==> src/rtl/cmd_arbiter.sv <==
`default_nettype none
// +----------------------------------------------------------------------------+
// | cmd_arbiter : shares the cmd_cfg command port among remote, aux and the     |
// |               link-loss failsafe, and routes responses back to the owner.   |
// | Revision    : 1.0                                                           |
// +----------------------------------------------------------------------------+
module cmd_arbiter #(
    parameter int         WDOG_W  = 9,
    parameter logic [7:0] EMER_OP = 8'h07
) (
    input  logic        clk,
    input  logic        rst_n,
    input  logic        rmt_cmd_rdy,
    input  logic [7:0]  rmt_cmd,
    input  logic [15:0] rmt_data,
    output logic        rmt_clr_cmd_rdy,
    output logic        rmt_send_resp,
    input  logic        aux_cmd_rdy,
    input  logic [7:0]  aux_cmd,
    input  logic [15:0] aux_data,
    output logic        aux_clr_cmd_rdy,
    output logic        aux_send_resp,
    output logic [7:0]  rsp,
    output logic        cmd_rdy,
    output logic [7:0]  cmd,
    output logic [15:0] data,
    input  logic        clr_cmd_rdy,
    input  logic [7:0]  resp,
    input  logic        send_resp,
    input  logic        motors_off,
    output logic        link_lost
);

    typedef enum logic [1:0] {S_IDLE = 2'd0, S_ISSUE = 2'd1, S_WAIT_RESP = 2'd2} state_t;
    typedef enum logic [1:0] {OWN_NONE = 2'd0, OWN_RMT = 2'd1, OWN_AUX = 2'd2, OWN_FS = 2'd3} owner_t;

    state_t              state_q;
    owner_t              owner_q;
    logic                cmd_rdy_q;
    logic [7:0]          cmd_q;
    logic [15:0]         data_q;
    logic [7:0]          rsp_q;
    logic                rmt_send_q;
    logic                aux_send_q;
    logic                fs_pend_q;
    logic                link_lost_q;
    logic [WDOG_W-1:0]   wdog_q;
    logic [WDOG_W-1:0]   wdog_d;

    logic idle, grant_fs, grant_rmt, grant_aux, grant_any, complete, wdog_fire;

    assign idle      = (state_q == S_IDLE);
    assign grant_fs  = idle && fs_pend_q;
    assign grant_rmt = idle && !fs_pend_q && rmt_cmd_rdy;
    assign grant_aux = idle && !fs_pend_q && !rmt_cmd_rdy && aux_cmd_rdy;
    assign grant_any = grant_fs || grant_rmt || grant_aux;

    // Response may coincide with the clear; treat that as an immediate completion.
    assign complete  = ((state_q == S_ISSUE) && clr_cmd_rdy && send_resp) ||
                       ((state_q == S_WAIT_RESP) && send_resp);

    // Fires once per link-loss episode; link_lost stays set until a remote grant.
    assign wdog_fire = (&wdog_q) && !link_lost_q && !motors_off && !grant_rmt;

    always_comb begin
        wdog_d = wdog_q;
        if (motors_off || grant_rmt)
            wdog_d = '0;
        else if (!link_lost_q && !(&wdog_q))
            wdog_d = wdog_q + WDOG_W'(1);
    end

    always_ff @(posedge clk or negedge rst_n) begin
        if (!rst_n) begin
            state_q     <= S_IDLE;
            owner_q     <= OWN_NONE;
            cmd_rdy_q   <= 1'b0;
            cmd_q       <= 8'h00;
            data_q      <= 16'h0000;
            rsp_q       <= 8'h00;
            rmt_send_q  <= 1'b0;
            aux_send_q  <= 1'b0;
            fs_pend_q   <= 1'b0;
            link_lost_q <= 1'b0;
            wdog_q      <= '0;
        end else begin
            rmt_send_q <= 1'b0;
            aux_send_q <= 1'b0;
            wdog_q     <= wdog_d;

            case (state_q)
                S_IDLE: begin
                    if (grant_any) begin
                        if (grant_fs) begin
                            cmd_q   <= EMER_OP;
                            data_q  <= 16'h0000;
                            owner_q <= OWN_FS;
                        end else if (grant_rmt) begin
                            cmd_q   <= rmt_cmd;
                            data_q  <= rmt_data;
                            owner_q <= OWN_RMT;
                        end else begin
                            cmd_q   <= aux_cmd;
                            data_q  <= aux_data;
                            owner_q <= OWN_AUX;
                        end
                        cmd_rdy_q <= 1'b1;
                        state_q   <= S_ISSUE;
                    end
                end
                S_ISSUE: begin
                    if (clr_cmd_rdy) begin
                        cmd_rdy_q <= 1'b0;
                        state_q   <= S_WAIT_RESP;
                    end
                end
                S_WAIT_RESP: ;
                default: state_q <= S_IDLE;
            endcase

            if (complete) begin
                rsp_q      <= resp;
                rmt_send_q <= (owner_q == OWN_RMT);
                aux_send_q <= (owner_q == OWN_AUX);
                owner_q    <= OWN_NONE;
                state_q    <= S_IDLE;
            end

            if (grant_fs)
                fs_pend_q <= 1'b0;
            else if (wdog_fire)
                fs_pend_q <= 1'b1;

            if (grant_rmt)
                link_lost_q <= 1'b0;
            else if (wdog_fire)
                link_lost_q <= 1'b1;
        end
    end

    // Clears are combinational so a requester sees them in the cycle its rdy is sampled.
    assign rmt_clr_cmd_rdy = grant_rmt && rst_n;
    assign aux_clr_cmd_rdy = grant_aux && rst_n;
    assign rmt_send_resp   = rmt_send_q;
    assign aux_send_resp   = aux_send_q;
    assign rsp             = rsp_q;
    assign cmd_rdy         = cmd_rdy_q;
    assign cmd             = cmd_q;
    assign data            = data_q;
    assign link_lost       = link_lost_q;

endmodule
`default_nettype wire

==> config.mk <==
export PLATFORM = sky130hd
export DESIGN_NAME = cmd_arbiter
export DESIGN_NICKNAME = d
export VERILOG_FILES = /design/src/rtl/cmd_arbiter.sv
export SDC_FILE = /design/constraint.sdc
export NUM_CORES = 1
export LEC_CHECK = 0
export ABC_CLOCK_PERIOD_IN_PS = 2500
export BUFFER_PORTS_ARGS = -buffer_cell sky130_fd_sc_hd__buf_4
export CORE_MARGIN = 4
export CORE_UTILIZATION = 47
export CTS_CLUSTER_DIAMETER = 150
export DETAILED_ROUTE_END_ITERATION = 8
export PLACE_DENSITY = 0.79
export SLEW_MARGIN = 10
export SYNTH_ARGS = -nofsm -noshare
export SYNTH_HDL_FRONTEND = slang
export SYNTH_SLANG_ARGS = --single-unit
==> constraint.sdc <==
create_clock -name clk -period 2.5 [get_ports clk]
set_input_delay 0.25 -clock clk [delete_from_list [all_inputs] [get_ports clk]]
set_output_delay 0.25 -clock clk [all_outputs]
set_load 0.01 [all_outputs]
# Yosys cells after proc, flatten, opt, wreduce, memory -nomap -nowiden
# Index checks and enable logic that the tools add are counted.
# op_classes
n_addsub,1
n_eq_ne,9
muxes,23
n_reduce_logical,36
# op_table
operator,n
two-way mux 16 bit,2
two-way mux 9 bit,2
two-way mux 2 bit,8
two-way mux 8 bit,2
logical AND 1 bit,14
nonzero test 2 bit,6
adder 9 x 1 -> 9 bit (second input constant),1
AND reduction 9 bit,1
two-way mux 1 bit,7
logical NOT 1 bit,6
case mux 2 bit (3 select lines),1
AND reduction 3 bit,2
== test 2 x 1 -> 1 bit (second input constant),2
== test 2 bit (second input constant),2
logical OR 1 bit,4
!= test 2 bit (second input constant),2
AND reduction 2 bit,2
!= test 3 x 1 -> 1 bit (second input constant),1
!= test 3 bit (second input constant),1
logical NOT 2 bit,1
!= test 2 x 1 -> 1 bit (second input constant),1
case mux 1 bit (2 select lines),1
# word_totals
regBits,50
out_inout_bits,38
elab_cells,80

# Logic depth before layout (Yosys ltp)
# logic_depth
depth_word,8
ltp_mapped,8
ltp_nobuf,7

# Least setup slack after synthesis
# No wires, ideal clock.
# synth_timing
path_kind,reg-to-reg
start,register wdog_q[0]
end,register wdog_q[6]
setup_time_ns,0.077
arrival_time_ns,1.891
setup_slack_ns,0.532
stages_incl_launch_ff,9
n_path_buf,1
period_less_slack_ns,1.968
path_cell_list,dfrtp_1 ha_1 nand3_1 nor3_1 ha_1 or2_1 clkbuf_1 or4_1 a21oi_1
# synth_via
elab_chain_cells,4
# synth_lines
element,line,rtl
start: declaration,47,logic [WDOG_W-1:0] wdog_q;
start signal: assignment,89,wdog_q <= wdog_d;
"parallel branches: the longest is 4 deep, another holds adder 9 x 1 -> 9 bit",-,
# Several ways; the timed one is not identified. The select of a mux whose other input is x is not followed.
# A chain may end at the register's enable or synchronous reset.

# Final worst setup path
# layout_timing
start,register wdog_q[0]
end,register wdog_q[7]
# The elaborated chain is that of the path after synthesis.

==> results by stage <==
Hold path:
- Counting instances, the worst hold path has a depth of 2.
- The end of the worst hold path is state_q[1]$_DFFE_PN0P_.
- The path class of the lowest-slack min-delay path is in -> reg.
- The startpoint identified for the worst hold timing path is send_resp.

STA:
- The final-report hold violation count is 0.
- The clock arrives with around 0.0089 ns of skew.
- The accumulated negative setup slack is 0 ns.
- Headroom to the max-slew limit came out at 0.434.
- The worst path meets setup with 0.407 ns of slack.
- The time the final worst path needs with I/O delays and setup is around 2.1 ns.
- Setup repair after global routing left no endpoint under its margin.
- At the pin with the least slew margin, the transition time is 0.850 ns.
- The final max-slew violation count is 0.
- Timing would allow up to ~0.48 GHz.
- Dividing the final minimum period by the clock period gives 0.837.
- Setup violations remaining at the end of the flow were counted as 0.

Run:
- Max-cap violations in this run came to 0.

Final layout:
- For this run, the share of the core covered by cells in the final layout is 0.679.
- Compared with the post-synthesis result, the final layout area differs by 38.3%.
- In the final layout, the share of cells above drive strength 1 is 0.369.
- For this run, the post-layout net count is between 400 and 500.
- The finished cells cover 3250 um2.
- The number of antenna diodes is 0.

Setup path:
- The worst endpoint required time is roughly 2.7 ns.
- The count of buffering cells on the critical path with inverters included is 0.
- The path depth of the worst reg2reg path is 7.
- The worst setup path is of the reg -> reg kind.
- The sort of element at the start of the critical path is a flip-flop.
- The slowest cell on the critical path is sky130_fd_sc_hd__or4_1.
- The maximum cell stage delay along the critical path is between 0.4 and 0.5 ns.
- The launch point of the worst reg-to-reg path is wdog_q[0]$_DFFE_PN0P_.
- The setup check on the worst reg-to-reg path leaves a slack of approximately 0.41 ns.
- The worst register-to-register path ends at wdog_q[7]$_DFFE_PN0P_.
- The kind of cell adding the most delay to the critical path is simple AND/OR/NAND/NOR gates.
- For the worst setup path, the data arrival time is 2.31 ns.
- Walking the worst path, the cells encountered are ha_1 -> nand3_1 -> nor3_1 -> ha_1 -> nand4bb_1 -> or4_1 -> a21oi_1.
- The type of destination of the critical path is a flip-flop.
- The maximum fanout along the worst path is 6.
- Counting stages on the worst path, the most repeated cell is sky130_fd_sc_hd__ha_1.

Route:
- For this block, the via count after detailed routing is about 2,200.
- The number of nets still failing antenna checks after routing is 0.
- The DRC marker count from the first detailed-route iteration is between 100 and 150.
- Wires add up to 6210 um.
- The remaining design rule violation count is 0.
- The detailed-router iteration count before antenna repair is 4.
- Dividing the detail-routed via count by the number of cells gives around 5.3.
- The detailed-route wire length per cell is 15.3 um.

Floorplanning:
- The number of top-level design ports is approximately 100.
- The total area inside the core boundary comes to ~4800 um2.
- From left edge to right edge, the die measures 78.7 um.
- The cell row count is 25.
- The area enclosed by the die boundary is 6190 um2.
- The chip height is roughly 79 um.
- The initial core utilization is 0.491.

Clocking:
- The clock reaches the later pin of the worst-skew pair after about 0.29 ns.
- Counting along the longest clock path gives a buffer depth of 2.
- TritonCTS built the clock tree.
- Buffers inserted during clock tree synthesis total 5.
- Clock tree synthesis selected as its root buffer the cell sky130_fd_sc_hd__clkbuf_8.
- The depth of the CTS H-tree is 2.
- The tree built by TritonCTS fans out to 50 sinks.
- The number of instances resized during post-cts repair is 0.
- After clock tree synthesis, the clock-pin slew on the worst setup and hold paths is ~0.080 ns.

GRT:
- The number of global-route vias before repair was about 2,200.
- For this run the aggregate overflow at the end of global routing stands at 0.
- The all-layer global routing usage is 0.206.
- Entering global routing, the biggest net connects 30 pins.
- The first global-routing pass estimated a little over 10,000 um of wire.
- The number of antenna violations at the first check in global routing is 0.

Synthesis:
- The top flip-flop cell by instance count after synthesis is sky130_fd_sc_hd__dfrtp_1.
- The number of different library cells in the post-synthesis netlist is 32.
- The synthesized design contains 0 enable-type register cells.
- Of all cell types, the one taking the most synthesized area is sky130_fd_sc_hd__dfrtp_1.
- The flip-flop and latch count after synthesis is 50.
- The synthesized netlist occupies a cell area of ~2300 um2.
- Dividing the synthesized area by the synthesized cell count gives 9.74 um2.
- For this run, the register share of the synthesized area comes to 0.533.
- By area the synthesized netlist is led by sky130_fd_sc_hd__dfrtp_1, sky130_fd_sc_hd__a21oi_1, sky130_fd_sc_hd__o21ai_0, sky130_fd_sc_hd__a31oi_1, sky130_fd_sc_hd__nand2_1.
- The share of synthesized area in the top cell type comes to 0.533.
- Counting every net in the synthesized netlist gives around 300.
- The share of flip-flops with an asynchronous set or reset after synthesis is 1.00.
- The most instantiated library cell after synthesis is sky130_fd_sc_hd__dfrtp_1.
- By count the netlist is led by sky130_fd_sc_hd__dfrtp_1, sky130_fd_sc_hd__a21oi_1, sky130_fd_sc_hd__nand2_1.
- Synthesis produced 241 cells.
- The total of warnings raised by yosys is 0.

Pwr:
- The worst-case vdd ir drop is around 0.55 mV.
- The power density over cell area is between 1000 and 1500 nW/um2.
- In this run the static leakage power is between 1 and 1.5 nW.

Placed design:
- The number of I/O port buffers is 100.
- Summed over all nets, the half-perimeter wirelength after detailed placement is between 4000 and 5000 um.
- The worst slack at placement is 0.413 ns.
- The final estimated routing congestion in global placement is a little under 0.8.
- The placed instances occupy a cell area of ~3100 um2.

Run status:
- The flow ran to the end, and the final reports show no timing, DRC or antenna violations.
==> layer usage <==
layer	global-route usage	vias to the layer above	part of all wire
met4	0.0455	0	0.0047
met1	0.270	1015	0.44
met5	0	-	0
li1	-	1062	-
met2	0.346	85	0.48
met3	0.0533	2	0.072
==> worst max path at each step <==
stage / from / endpoint / slack (ns) / cells past startpoint
final: wdog_q[0]$_DFFE_PN0P_ / wdog_q[7]$_DFFE_PN0P_ / 0.41 / 7
after global routing: wdog_q[0]$_DFFE_PN0P_ / wdog_q[7]$_DFFE_PN0P_ / 0.24 / 7
after CTS: wdog_q[0]$_DFFE_PN0P_ / wdog_q[7]$_DFFE_PN0P_ / 0.40 / 7
after detailed placement: wdog_q[0]$_DFFE_PN0P_ / wdog_q[7]$_DFFE_PN0P_ / 0.41 / 7
after global placement: wdog_q[0]$_DFFE_PN0P_ / wdog_q[7]$_DFFE_PN0P_ / 0.49 / 7
after floorplan: wdog_q[0]$_DFFE_PN0P_ / wdog_q[6]$_DFFE_PN0P_ / 0.53 / 8
==> cells in the final DEF, fill, tap and decap left out, types with 2 or more instances in the layout <==
| cell type | netlist | layout |
|---|---|---|
| sky130_fd_sc_hd__xnor2_1 | 2 | 2 |
| sky130_fd_sc_hd__nor2b_1 | 4 | 4 |
| sky130_fd_sc_hd__nand3_1 | 3 | 3 |
| sky130_fd_sc_hd__or2_1 | 3 | 3 |
| sky130_fd_sc_hd__nor2_1 | 9 | 8 |
| sky130_fd_sc_hd__dfrtp_1 | 50 | 50 |
| sky130_fd_sc_hd__ha_1 | 2 | 2 |
| sky130_fd_sc_hd__mux2_2 | 8 | 8 |
| sky130_fd_sc_hd__a21oi_1 | 32 | 32 |
| sky130_fd_sc_hd__o21ai_0 | 29 | 29 |
| sky130_fd_sc_hd__o31ai_1 | 5 | 5 |
| sky130_fd_sc_hd__nand2_1 | 31 | 31 |
| sky130_fd_sc_hd__or3_1 | 4 | 4 |
| sky130_fd_sc_hd__clkbuf_8 | 0 | 6 |
| sky130_fd_sc_hd__a31oi_1 | 21 | 21 |
| sky130_fd_sc_hd__or4_1 | 2 | 2 |
| sky130_fd_sc_hd__nor3_1 | 4 | 4 |
| sky130_fd_sc_hd__nor3b_1 | 3 | 3 |
| sky130_fd_sc_hd__inv_1 | 3 | 3 |
| sky130_fd_sc_hd__buf_4 | 2 | 104 |
==> cell families after synthesis <==
logic type | share of synthesized area
AO/OA/AOI/OAI | 0.217
AND/OR/NAND/NOR | 0.151
flip-flops | 0.533
buffers and inverters | 0.0426
multiplexers | 0.0384
XOR/XNOR | 0.00746
adder cells (fa/ha/maj) | 0.0107
==> timing repair <==
item	CTS	global route
endpoints found under the hold margin	26	0
hold buffers	1	0
buffers inserted	0	0
==> layout make-up <==
class	instances	area [um2]
clock buffers	7	86.3
well taps	67	83.8
clock inverters	1	5.00
repair buffers	106	811
fillers	419	1540
inverters	3	11.3
flip-flops and latches	50	1250
multi-input cells	172	1000
==> worst reg2reg max path, delay by kind of cell (launching register included) <==
family / cells / cell delay, ns
AOI/OAI and AO/OA: 1 / 0.15
adders and majority gates: 2 / 0.47
and+or+nand+nor: 4 / 0.97
DFF: 1 / 0.44
==> power by group <==
part	internal, mW	leakage (nW)	total [mW]	switching [mW]
Combinational	0.731	0.813	1.49	0.755
Sequential	1.12	0.604	1.32	0.200
Clock	0.224	0.0482	0.470	0.246
==> flip-flops by register name, indices dropped and copies added (netlist names) <==
register	count
data	16
wdog_q	9
cmd	8
rsp	8
owner_q	2
state_q	2
aux_send_resp	1
cmd_rdy	1
fs_pend_q	1
link_lost	1
rmt_send_resp	1
==> metrics by stage <==
step | std cells | hold WS (ns) | total power, mW
after global routing | 406 | 0.114 | 3.52
after detailed placement | 397 | 0.187 | 2.83
after global placement | 397 | 0.186 | 2.79
after CTS | 406 | 0.110 | 3.30
final | 406 | 0.121 | 3.28
after floorplan | 241 | -0.0456 | 2.12
Note: power is estimated with default switching activity, not from simulation.
